<file path="config.mk">
export PLATFORM = sky130hd
export DESIGN_NAME = game_tick_ctrl
export DESIGN_NICKNAME = d
export VERILOG_FILES = /design/src/rtl/game_tick_ctrl.sv
export SDC_FILE = /design/constraint.sdc
export NUM_CORES = 1
export LEC_CHECK = 0
export BUFFER_PORTS_ARGS = -buffer_cell sky130_fd_sc_hd__buf_2
export CORE_AREA = 2 2 39 41
export DETAILED_ROUTE_END_ITERATION = 12
export DIE_AREA = 0 0 41 43
export GPL_ROUTABILITY_DRIVEN = 0
export GPL_TIMING_DRIVEN = 1
export HOLD_SLACK_MARGIN = 0.15
export PLACE_DENSITY = 0.79
export SYNTH_ARGS = -nofsm -noshare
export SYNTH_HDL_FRONTEND = slang
export SYNTH_SLANG_ARGS = --single-unit
</file>
<file path="constraint.sdc">
create_clock -name clock100 -period 4.34 [get_ports clock100]
set_clock_uncertainty 0.1 [all_clocks]
set_input_delay 0.434 -clock clock100 [delete_from_list [all_inputs] [get_ports clock100]]
set_output_delay 0.434 -clock clock100 [all_outputs]
set_load 0.03 [all_outputs]
</file>
<file path="src/rtl/game_tick_ctrl.sv">
// game_tick_ctrl
//   Central timing controller for the snake game. Everything runs on the
//   single 100 MHz clock. A registered pixel-enable strobe replaces the old
//   ripple-divided pixel clock. Game-logic steps are scheduled every P VGA
//   frames, where P depends on the speed level. Each step is handed to the
//   game logic through a req/ack handshake. If a step comes due while the
//   previous one is still pending, the controller flags an overrun and counts
//   it. Pause and single-step are provided for debug.
//
// Ports
//   clock100      in   system clock; all logic uses its rising edge
//   reset_n       in   asynchronous reset, active low
//   pix_en        out  one-cycle pixel-enable strobe, once every PIX_DIV cycles
//   frame_start   in   one-cycle pulse at the start of each VGA frame
//   speed         in   game speed level; P = FRAMES_MAX - speed (minimum 1)
//   pause         in   level; freezes step scheduling
//   single_step   in   pulse; issues one step while paused and idle
//   step_req      out  step request, held until step_ack
//   step_ack      in   one-cycle acknowledge from game logic
//   overrun       out  sticky: a step came due while one was still pending
//   missed_cnt    out  saturating count of overrun events
//   clear_overrun in   pulse; clears overrun and missed_cnt
module game_tick_ctrl #(
  parameter int unsigned PIX_DIV    = 4,
  parameter int unsigned SPEED_W    = 3,
  parameter int unsigned FRAMES_MAX = 8,
  parameter int unsigned MISS_W     = 4
) (
  input  logic               clock100,
  input  logic               reset_n,
  output logic               pix_en,
  input  logic               frame_start,
  input  logic [SPEED_W-1:0] speed,
  input  logic               pause,
  input  logic               single_step,
  output logic               step_req,
  input  logic               step_ack,
  output logic               overrun,
  output logic [MISS_W-1:0]  missed_cnt,
  input  logic               clear_overrun
);

  localparam int unsigned PIX_W = (PIX_DIV > 1) ? $clog2(PIX_DIV) : 1;
  localparam int unsigned FC_W  = (FRAMES_MAX > 1) ? $clog2(FRAMES_MAX) : 1;
  localparam logic [PIX_W-1:0] PIX_LAST = PIX_W'(PIX_DIV - 1);

  typedef enum logic {RUN, PAUSED} state_t;

  state_t             r_state;
  state_t             w_state_nxt;
  logic               w_run;

  logic [PIX_W-1:0]   r_pix_cnt;
  logic               r_pix_en;
  logic [FC_W-1:0]    r_fc;
  logic               r_step_req;
  logic               r_overrun;
  logic [MISS_W-1:0]  r_missed;

  logic [31:0]        w_speed;
  logic [31:0]        w_pm1;
  logic               w_due;
  logic               w_ss_go;
  logic               w_ovr_ev;

  // Pixel enable: free-running divider. The strobe is registered, so the
  // first pulse appears after the PIX_DIV-th edge following reset release.
  always_ff @(posedge clock100 or negedge reset_n) begin
    if (!reset_n) begin
      r_pix_cnt <= '0;
      r_pix_en  <= 1'b0;
    end else if (r_pix_cnt == PIX_LAST) begin
      r_pix_cnt <= '0;
      r_pix_en  <= 1'b1;
    end else begin
      r_pix_cnt <= r_pix_cnt + 1'b1;
      r_pix_en  <= 1'b0;
    end
  end

  // Run/pause FSM: state register
  always_ff @(posedge clock100 or negedge reset_n) begin
    if (!reset_n) r_state <= RUN;
    else          r_state <= w_state_nxt;
  end

  // Run/pause FSM: next state
  always_comb begin
    w_state_nxt = r_state;
    if (pause) w_state_nxt = PAUSED;
    else       w_state_nxt = RUN;
  end

  // Run/pause FSM: outputs
  always_comb begin
    w_run = 1'b0;
    if (r_state == RUN) w_run = 1'b1;
  end

  // Step period minus one. Speeds at or beyond FRAMES_MAX clamp to P = 1.
  always_comb begin
    w_speed = 32'(speed);
    w_pm1   = '0;
    if (w_speed < FRAMES_MAX) w_pm1 = FRAMES_MAX - 32'd1 - w_speed;
  end

  // The >= comparison lets a speed-up mid-period fire on the next frame
  // instead of waiting for the counter to wrap.
  assign w_due    = w_run & frame_start & (32'(r_fc) >= w_pm1);
  assign w_ss_go  = ~w_run & single_step & ~r_step_req;
  assign w_ovr_ev = w_due & r_step_req & ~step_ack;

  // Frame counter advances only while running and holds its value in pause
  always_ff @(posedge clock100 or negedge reset_n) begin
    if (!reset_n) begin
      r_fc <= '0;
    end else if (w_run && frame_start) begin
      if (w_due) r_fc <= '0;
      else       r_fc <= r_fc + 1'b1;
    end
  end

  // A due step coinciding with an ack consumes the old request and issues the
  // new one, so the due/single-step term takes priority over the ack.
  always_ff @(posedge clock100 or negedge reset_n) begin
    if (!reset_n) begin
      r_step_req <= 1'b0;
    end else if (w_due || w_ss_go) begin
      r_step_req <= 1'b1;
    end else if (step_ack) begin
      r_step_req <= 1'b0;
    end
  end

  // Overrun bookkeeping. An event in the same cycle as a clear wins, and the
  // count restarts at one.
  always_ff @(posedge clock100 or negedge reset_n) begin
    if (!reset_n) begin
      r_overrun <= 1'b0;
      r_missed  <= '0;
    end else if (w_ovr_ev) begin
      r_overrun <= 1'b1;
      if (clear_overrun)       r_missed <= MISS_W'(1);
      else if (r_missed != '1) r_missed <= r_missed + 1'b1;
    end else if (clear_overrun) begin
      r_overrun <= 1'b0;
      r_missed  <= '0;
    end
  end

  assign pix_en     = r_pix_en;
  assign step_req   = r_step_req;
  assign overrun    = r_overrun;
  assign missed_cnt = r_missed;

endmodule
</file>
==> results of run 1 <==
## metrics by stage
stage	hold WS, ps	instance area, um2
finish	173.9	834.6
global route	153.0	834.6
CTS	166.1	834.6
detailed placement	233.7	798.3
global placement	233.1	798.3
floorplan	38.41	698.2
## cell usage after synthesis, types with 2 or more instances
cell type / number
nor2b_1: 3
nor2b_4: 2
a31oi_1: 2
ha_1: 6
nand2b_1: 3
nand2_1: 4
nor2_1: 2
inv_1: 5
dfrtp_1: 13
a21oi_1: 2
and2_4: 2
o21ai_0: 4
## state kept, by name, indices dropped and copies added, names as in the netlist
signal and flops:
pix_en 1, overrun 1, r_fc 3, r_state 1, missed_cnt 4, step_req 1
r_pix_cnt 2
## cells by family (layout without fill, tap and decap cells)
logic type / count (synthesis) / in the layout
AO/OA/AOI/OAI: 14 / 14
adder cells (fa/ha/maj): 6 / 6
multiplexers: 1 / 1
AND/OR/NAND/NOR: 23 / 23
buffers and inverters: 5 / 26
flip-flops: 13 / 13
## routing by layer
metal	vias to the layer above	share of wire [%]
li1	260	-
met2	7	49
met5	-	0
met3	2	2.9
met1	236	46
met4	0	1.6
## cell usage in the layout (no fill, tap or decap), drive strengths merged, types with 3 or more instances in the layout
cell type	count
ha	6
inv	5
nand2	5
clkbuf	4
dfrtp	13
buf	16
a21oi	3
nand2b	3
o21ai	5
nor2b	5
## worst register-to-register path, cell delays in order, from the launching register on
cell	delay, ps
dfrtp_1	420
ha_1	320
a21oi_2	180
o21ai_4	110
a221o_2	400
## cell type report
type	instances	area (um2)	share of cell area, %
multi-input cells	44	354.1	42.43
flip-flops and latches	13	325.3	38.98
clock buffers	4	26.28	3.148
well taps	16	20.02	2.399
repair buffers	17	90.09	10.79
inverters	5	18.77	2.249
## power breakdown
group	internal [mW]	switching, mW
Combinational	0.0504	0.0666
Sequential	0.139	0.0158
Clock	0.0355	0.0363
Total	0.225	0.119
## how the worst min path moves through the flow
stage / slack (ps) / depth (start not counted) / start / end
after CTS: 170 / 1 / pause / r_state
after floorplan: 40 / 0 / reset_n / missed_cnt[0]
after global placement: 230 / 1 / reset_n / missed_cnt[3]
final: 170 / 1 / pause / r_state
after global routing: 150 / 1 / pause / r_state
after detailed placement: 230 / 1 / reset_n / missed_cnt[3]
==> metrics, run 1 <==
PD cells=411.7 mW/mm2; setup TNS=0 ps; DP HPWL=just under 900 um; IO Port Bufs=16; r2r startpoint=r_fc[2]; Place WS=2570 ps; GR peak layer=met2; worst slew pin tran=~290 ps; Layout area overhead=19.53%; delay-heaviest family, CP=compound AO/OA/AOI/OAI gates; core box area=0.001384 mm2; die area=0.001763 mm2; XOR/XNOR share of the synthesized area=0%; drt wl/cell=11.63 um; Congestion Overflow GR=0; max-cap viol count=0; period utilization=a little under two fifths; CTS Buf Count=3; Startpoint Class=flop; Synth Area in Adders=10.75%; cts hold-fix bufs=1; H-tree depth=1; Worst path max stage delay=420 ps; met3 usage=6.283%; Post-synth top flop=dfrtp_1; asr flop ratio synth=100.0%; RSZ-0062 raised after global routing=false; Worst path slowest cell=dfrtp_1; First-pass DRT Iterations=2; Unique masters post-synth=26; fin util=60.31%; Peak Freq=0.6103 GHz; fin cells=slightly below 100; first-pass GRT wire length=2111 um; Syn Nets=78; relative slew slack=80.70%; mux contribution to synthesized area=1.434%; syn avg cell area=approximately 11 um2; FF-to-FF setup slack=2700 ps; Filler cells=130; crit path launch=r_fc[2]; Crit path buffers/inverters=0; Die Y=~43 um; path type of the worst min-delay path=primary input to flop; Setup crit end kind=flop; Seq cells post-synth=13; antenna-violating nets left=0; number of synthesized flops with an enable pin=0; row count=14; vias post-DR=505; diodes inserted=0; Compound-Gate Fraction of Synth Area=around 17%; Pwr Total=0.3436 mW; deepest clock path buffer count=2; crit-path cells=ha_1 > a21oi_2 > o21ai_4 > a221o_2; setup violators final=0; worst-skew pair later-pin latency=260 ps; Reg clk slew, reported paths=approximately 80 ps; Ys Warns=0; maximum net fanout on the critical path=9; CTS tree=done; cell count after synthesis=62; leading post-synthesis cells by cell area=dfrtp_1 (47%), ha_1 (11%), nor2b_4 (3.9%), o21ai_0 (2.9%), inv_1 (2.7%); post-route minimum period=1639 ps; Seq/Total Area, Yosys=46.59%; drt drc=0; outcome=finished clean; crit path kind=flop to flop; Gates resized, CTS repair=0; WP depth=4; Cell Area, Synth=698.2 um2; simple-gate portion of the synthesized area=21.68%; main combinational cell family by area after synthesis=simple AND/OR/NAND/NOR gates; Arr. time, crit path=1690 ps; Setup Buffers After CTS=0; FF-to-FF End=step_req; met1 track demand over resource=22.11%; Hold Vio Cnt, Final=0; Routed WL=about 1200 um; Critical path destination=step_req; Req. time, crit path=4390 ps; R2R depth=4; Die W=a little over 40 um; static leakage=0.4133 nW; Synth area leader=dfrtp_1; top cell type's share of synthesized area=between 40% and 50%; root buffer cell=clkbuf_4; total clock sinks=13; Final nets=100; DR vias/cell=5.101; vias in the first global route=514; Total GRT Usage=17.98%; Max VDD drop=between 0.0002 and 0.00025 V; Starting DRT DRC Count=3; Worst Setup Slack, final=2702 ps; share of cells above drive strength 1=36.14%; Top Ports=17; GR Util met2=27.19%; initial antenna violation count=0; max-slew violations=0; placed insts=94; pin count of the biggest net entering global routing=14; Initial Util=50.45%
Power figures use the tool's default switching activity.
==> run 2: changes to the inputs <==
Settings changed: CORE_AREA 2 2 39 41 to 2 2 43 45, DIE_AREA 0 0 41 43 to 0 0 45 47, PLACE_DENSITY 0.79 to 0.68.
Clock period 4.34 ns to 1.3 ns, I/O delays scaled along.
==> metrics, run 2 (synthesis results as in run 1) <==
worst slew pin tran=288.4 ps (-1.056 ps); relative slew slack=80.77% (about the same); Final Instance Area=0.001003 mm2 (+20%); most frequent cells in the layout=buf_2 (16), dfrtp_1 (11), buf_4 (11); path type of the worst min-delay path=primary input to flop; PD cells=1410 mW/mm2 (+240%); Die W=45 um (+9.8%); violated checks=negative setup slack; CTS tree=done; Setup crit end kind=flop; Filler cells=144 (+11%); Hold Vio Cnt, Final=0 (unchanged); deepest clock path buffer count=2 (unchanged); max-cap viol count=0 (unchanged); Startpoint Class=flop; static leakage=0.4888 nW (+18%); power share of the clock group=17.7% (-3.2 points); IO Port Bufs=16 (unchanged); R2R depth=5 (+1); diodes inserted=0 (unchanged); most common cell after layout, fill and taps aside=buf_2; Die Y=47 um (+9.3%); crit path kind=flop to flop; core box area=0.001652 mm2 (+19%); H-tree depth=1 (unchanged); WHS Path Cells=3 (+2); Layout area overhead=43.73%; worst-skew pair later-pin latency=280 ps (+20 ps); total clock sinks=13 (unchanged); Net Sw Frac=34.06% (-0.47 points); Total GRT Usage=15.33% (-2.6 points); FF-to-FF setup slack=-270 ps (-2970 ps); Peak Freq=0.6382 GHz (+4.6%); First-pass DRT Iterations=2 (unchanged); drt drc=0 (unchanged); vias in the first global route=563 (+9.5%); Congestion Overflow GR=0 (unchanged); DP HPWL=1026 um (+18%); r2r startpoint=r_fc[2]; HP Start=step_ack; Logic pwr share=46.2% (+12 points); sequential power share=36.0% (-9.1 points); RSZ-0062 raised after global routing=true; Final nets=115 (+15%); initial antenna violation count=0 (unchanged); Req. time, crit path=1390 ps (-3000 ps); die area=0.002115 mm2 (+20%); Placement Cell Area=879.6 um2 (+10%); CTS Buf Count=3 (unchanged); row count=15 (+1); hold endpoint=step_req; period utilization=120.5% (+83 points); setup violators final=9 (+9); vias post-DR=585 (+16%); pin count of the biggest net entering global routing=14 (unchanged); max reg flops=4 (unchanged); DR vias/cell=5.087 (-0.28%); Initial Util=42.27% (-8.2 points); share of cells above drive strength 1=47.96% (+12 points); FF-to-FF End=missed_cnt[1]; Reg clk slew, reported paths=80 ps (about the same); Arr. time, crit path=1660 ps (-30 ps); Worst Setup Slack, final=-266.8 ps (-2968 ps); maximum net fanout on the critical path=8 (-1); antenna-violating nets left=0 (unchanged); Net Switching=0.4818 mW (+310%); first-pass GRT wire length=2249 um (+6.5%); Routed WL=1396 um (+21%); outcome=finished with violations; Max VDD drop=0.0008651 V (+250%); drt wl/cell=12.14 um (+4.4%); Top Ports=17 (unchanged); Pwr Total=1.415 mW (+310%); post-route minimum period=1567 ps (-71.68 ps); Starting DRT DRC Count=7 (+4); root buffer cell=clkbuf_4; internal power=0.9329 mW (+310%); max-slew violations=0 (unchanged)
[run 2: cell count changes in the layout (fill, tap and decap cells not counted)]
| cell | previous run | this run |
|---|---|---|
| nand2_4 | 0 | 1 |
| buf_4 | 0 | 11 |
| ha_4 | 0 | 3 |
| dfrtp_1 | 13 | 11 |
| dfrtp_2 | 0 | 2 |
| inv_1 | 5 | 4 |
| dlygate4sd3_1 | 1 | 5 |
| inv_2 | 0 | 1 |
| ha_1 | 6 | 3 |
| nand2_2 | 1 | 0 |
[run 2: metal layers]
| metal | GRT usage, % | share of wire, % | vias up |
|---|---|---|---|
| met4 | 8.824 | 1.4 | 0 |
| li1 | - | - | 292 |
| met5 | 0 | 0 | - |
| met3 | 4.231 | 3.2 | 2 |
| met2 | 26.29 | 49 | 9 |
| met1 | 17.19 | 46 | 282 |
[run 2: layout make-up]
class | count | area [um2] | share of cell area, %
clock buffer | 4 | 26.28 | 2.618
tap | 17 | 21.27 | 2.120
inverter | 5 | 18.77 | 1.870
timing repair buffer | 32 | 212.7 | 21.20
sequential | 13 | 327.8 | 32.67
multi-input combinational | 44 | 396.6 | 39.53
[run 2: through the flow]
stage / util [%] / instances / TNS, ps / setup WS [ps] / hold slack, ps
global route: 60.76 / 115 / -2473 / -337.6 / 165.6
global placement: 53.26 / 102 / -1294 / -242.0 / -69.47
finish: 60.76 / 115 / -1793 / -266.8 / 154.6
floorplan: - / 62 / -930.5 / -200.0 / -265.6
CTS: 60.30 / 114 / -2021 / -316.6 / 155.0
detailed placement: 53.26 / 102 / -1610 / -306.8 / -71.76
[run 2: critical path: stages (launching register included)]
cell     delay, ps
dfrtp_1        410
ha_4           290
nand2_4         50
o21ai_4        200
and3_4         240
mux2i_1        180
[run 2: power by group through the flow]
stage / logic (mW) / registers [mW] / clock network [mW]
2_1_floorplan: 0.307 / 0.556 / 0
3_3_place_gp: 0.506 / 0.511 / 0
3_5_place_dp: 0.526 / 0.515 / 0
4_1_cts: 0.641 / 0.510 / 0.262
5_1_grt: 0.725 / 0.516 / 0.281
6_report: 0.654 / 0.510 / 0.251
[run 2: how the worst max path moves through the flow]
stage	startpoint	to	slack, ps	cells after the start
detailed placement	r_fc[0]	missed_cnt[1]	-310	6
CTS	r_fc[2]	missed_cnt[1]	-320	5
finish	r_fc[2]	missed_cnt[1]	-270	5
global route	r_fc[0]	missed_cnt[1]	-340	6
global placement	r_fc[0]	missed_cnt[1]	-240	6
floorplan	r_fc[2]	step_req	-200	4
[run 2: timing repair]
action                     CTS  global route
gates cloned                 0             0
pin swaps                    4             3
setup endpoints to repair    9             9
setup buffers                3             1
gates resized for setup      2             1
hold endpoints to repair    22             0
hold buffers                 5             0
==> run 3: changes to the inputs <==
Settings changed: BUFFER_PORTS_ARGS -buffer_cell sky130_fd_sc_hd__buf_2 to unset, CORE_AREA 2 2 43 45 to 2 2 40 42, DIE_AREA 0 0 45 47 to 0 0 42 44, DONT_BUFFER_PORTS set to 1, PLACE_DENSITY 0.68 to 0.67.
==> metrics, run 3 (synthesis results as in run 1) <==
Max VDD drop=0.0009620 V (+11%); H-tree depth=1 (unchanged); period utilization=120.0% (-0.51 points); max-cap viol count=0 (unchanged); maximum net fanout on the critical path=8 (unchanged); Final nets=104 (-9.6%); Reg clk slew, reported paths=80 ps (about the same); Die W=42 um (-6.7%); Filler cells=105 (-27%); Initial Util=49.21% (+6.9 points); Total GRT Usage=16.80% (+1.5 points); worst slew pin tran=591.1 ps (+302.6 ps); pin count of the biggest net entering global routing=14 (unchanged); most common cell after layout, fill and taps aside=buf_4; root buffer cell=clkbuf_4; Setup crit end kind=flop; total clock sinks=13 (unchanged); Hold Vio Cnt, Final=0 (unchanged); IO Port Bufs=0 (-16); diodes inserted=0 (unchanged); cts hold-fix bufs=5 (unchanged); drt wl/cell=13.14 um (+8.2%); CTS Buf Count=3 (unchanged); PD cells=1509 mW/mm2 (+7.1%); core box area=0.001419 mm2 (-14%); path type of the worst min-delay path=primary input to flop; crit path kind=flop to flop; worst-skew pair later-pin latency=270 ps (about the same); relative slew slack=60.47% (-20 points); vias in the first global route=577 (+2.5%); Die Y=44 um (-6.4%); initial antenna violation count=0 (unchanged); most frequent cells in the layout=buf_4 (16), dfrtp_1 (11), dlygate4sd3_1 (5); Congestion Overflow GR=0 (unchanged); Starting DRT DRC Count=6 (-1); DR vias/cell=5.243 (+3.1%); First-pass DRT Iterations=3 (+1); static leakage=0.4413 nW (-9.7%); antenna-violating nets left=0 (unchanged); first-pass GRT wire length=2346 um (+4.3%); RSZ-0062 raised after global routing=true; setup violators final=9 (unchanged); share of cells above drive strength 1=42.53% (-5.4 points); CTS tree=done; Peak Freq=0.6410 GHz (+0.43%); fin cells=103 (-10%); max-slew violations=0 (unchanged); deepest clock path buffer count=2 (unchanged); Arr. time, crit path=1650 ps (about the same); post-route minimum period=1560 ps (-6.646 ps); Placement Cell Area=828.3 um2 (-5.8%); Final Instance Area=962.2 um2 (-4.1%); die area=0.001848 mm2 (-13%); WHS=64.92 ps (-89.70 ps); Req. time, crit path=1390 ps (about the same); Layout area overhead=37.81%; outcome=finished with violations; vias post-DR=540 (-7.7%); DP HPWL=990.6 um (-3.4%); Startpoint Class=flop; Routed WL=1353 um (-3.1%); Worst Setup Slack, final=-260.2 ps (+6.646 ps); drt drc=0 (unchanged); violated checks=negative setup slack; max reg flops=4 (unchanged); Top Ports=17 (unchanged); placed insts=89 (-13%); row count=14 (-1)
[run 3: cell types whose count changed in the layout (fill, tap and decap cells not counted), sizes merged]
cell,before,now
buf,27,16
[run 3: layout make-up]
cell class              count  area [um2]  share of cell area [%]
clock buffers               4       26.28                   2.731
inverters                   5       18.77                   1.951
multi-input cells          44       399.1                   41.48
flip-flops and latches     13       327.8                   34.07
well taps                  16       20.02                   2.081
repair buffers             21       170.2                   17.69
[run 3: final timing paths]
path                       slack (ps)         start       endpoint  depth (start not counted)
max in group asynchronous         480       reset_n  missed_cnt[0]                          1
hold reg to reg                   330  r_pix_cnt[0]   r_pix_cnt[0]                          1
setup reg to reg                 -260       r_fc[1]  missed_cnt[1]                          5
min in group asynchronous         200       reset_n         pix_en                          1
hold / removal                     60      step_ack       step_req                          2
setup / recovery                 -260       r_fc[1]  missed_cnt[1]                          5
[run 3: worst max-delay path: stages (launching register included)]
cell	delay [ps]
dfrtp_1	420
ha_4	290
nand2_4	50
o21ai_4	210
and3_4	250
mux2i_1	170
[run 3: through the flow]
| stage | power (mW) | util [%] | TNS, ps | setup slack (ps) |
|---|---|---|---|---|
| 2_1_floorplan | 0.8623 | - | -930.5 | -200.0 |
| 3_3_place_gp | 1.021 | 58.38 | -1371 | -253.2 |
| 3_5_place_dp | 1.031 | 58.38 | -1366 | -261.5 |
| 4_1_cts | 1.392 | 66.23 | -1970 | -287.3 |
| 5_1_grt | 1.563 | 67.81 | -2595 | -355.0 |
| 6_report | 1.452 | 67.81 | -1838 | -260.2 |
[run 3: per-layer routing]
metal	vias up	GRT usage [%]	part of all wire [%]	routed length [um]
li1	269	-	-	-
met2	14	28.75	50	683
met4	0	3.871	1.1	15
met3	2	5.417	4.4	59
met5	-	0	0	0
met1	255	20.80	44	593
[run 3: power breakdown]
group | switching, mW | leakage [nW] | internal [mW]
Clock | 0.120 | 0.0150 | 0.119
Sequential | 0.0472 | 0.165 | 0.465
Combinational | 0.311 | 0.262 | 0.391
Total | 0.478 | 0.441 | 0.974
[run 3: repair_timing]
item | CTS | global route
endpoints found under the hold margin | 23 | 1
cloned | 0 | 0
resized for setup | 3 | 1
pin swaps | 4 | 3
setup buffers | 2 | 3
endpoints found under the setup margin | 9 | 9
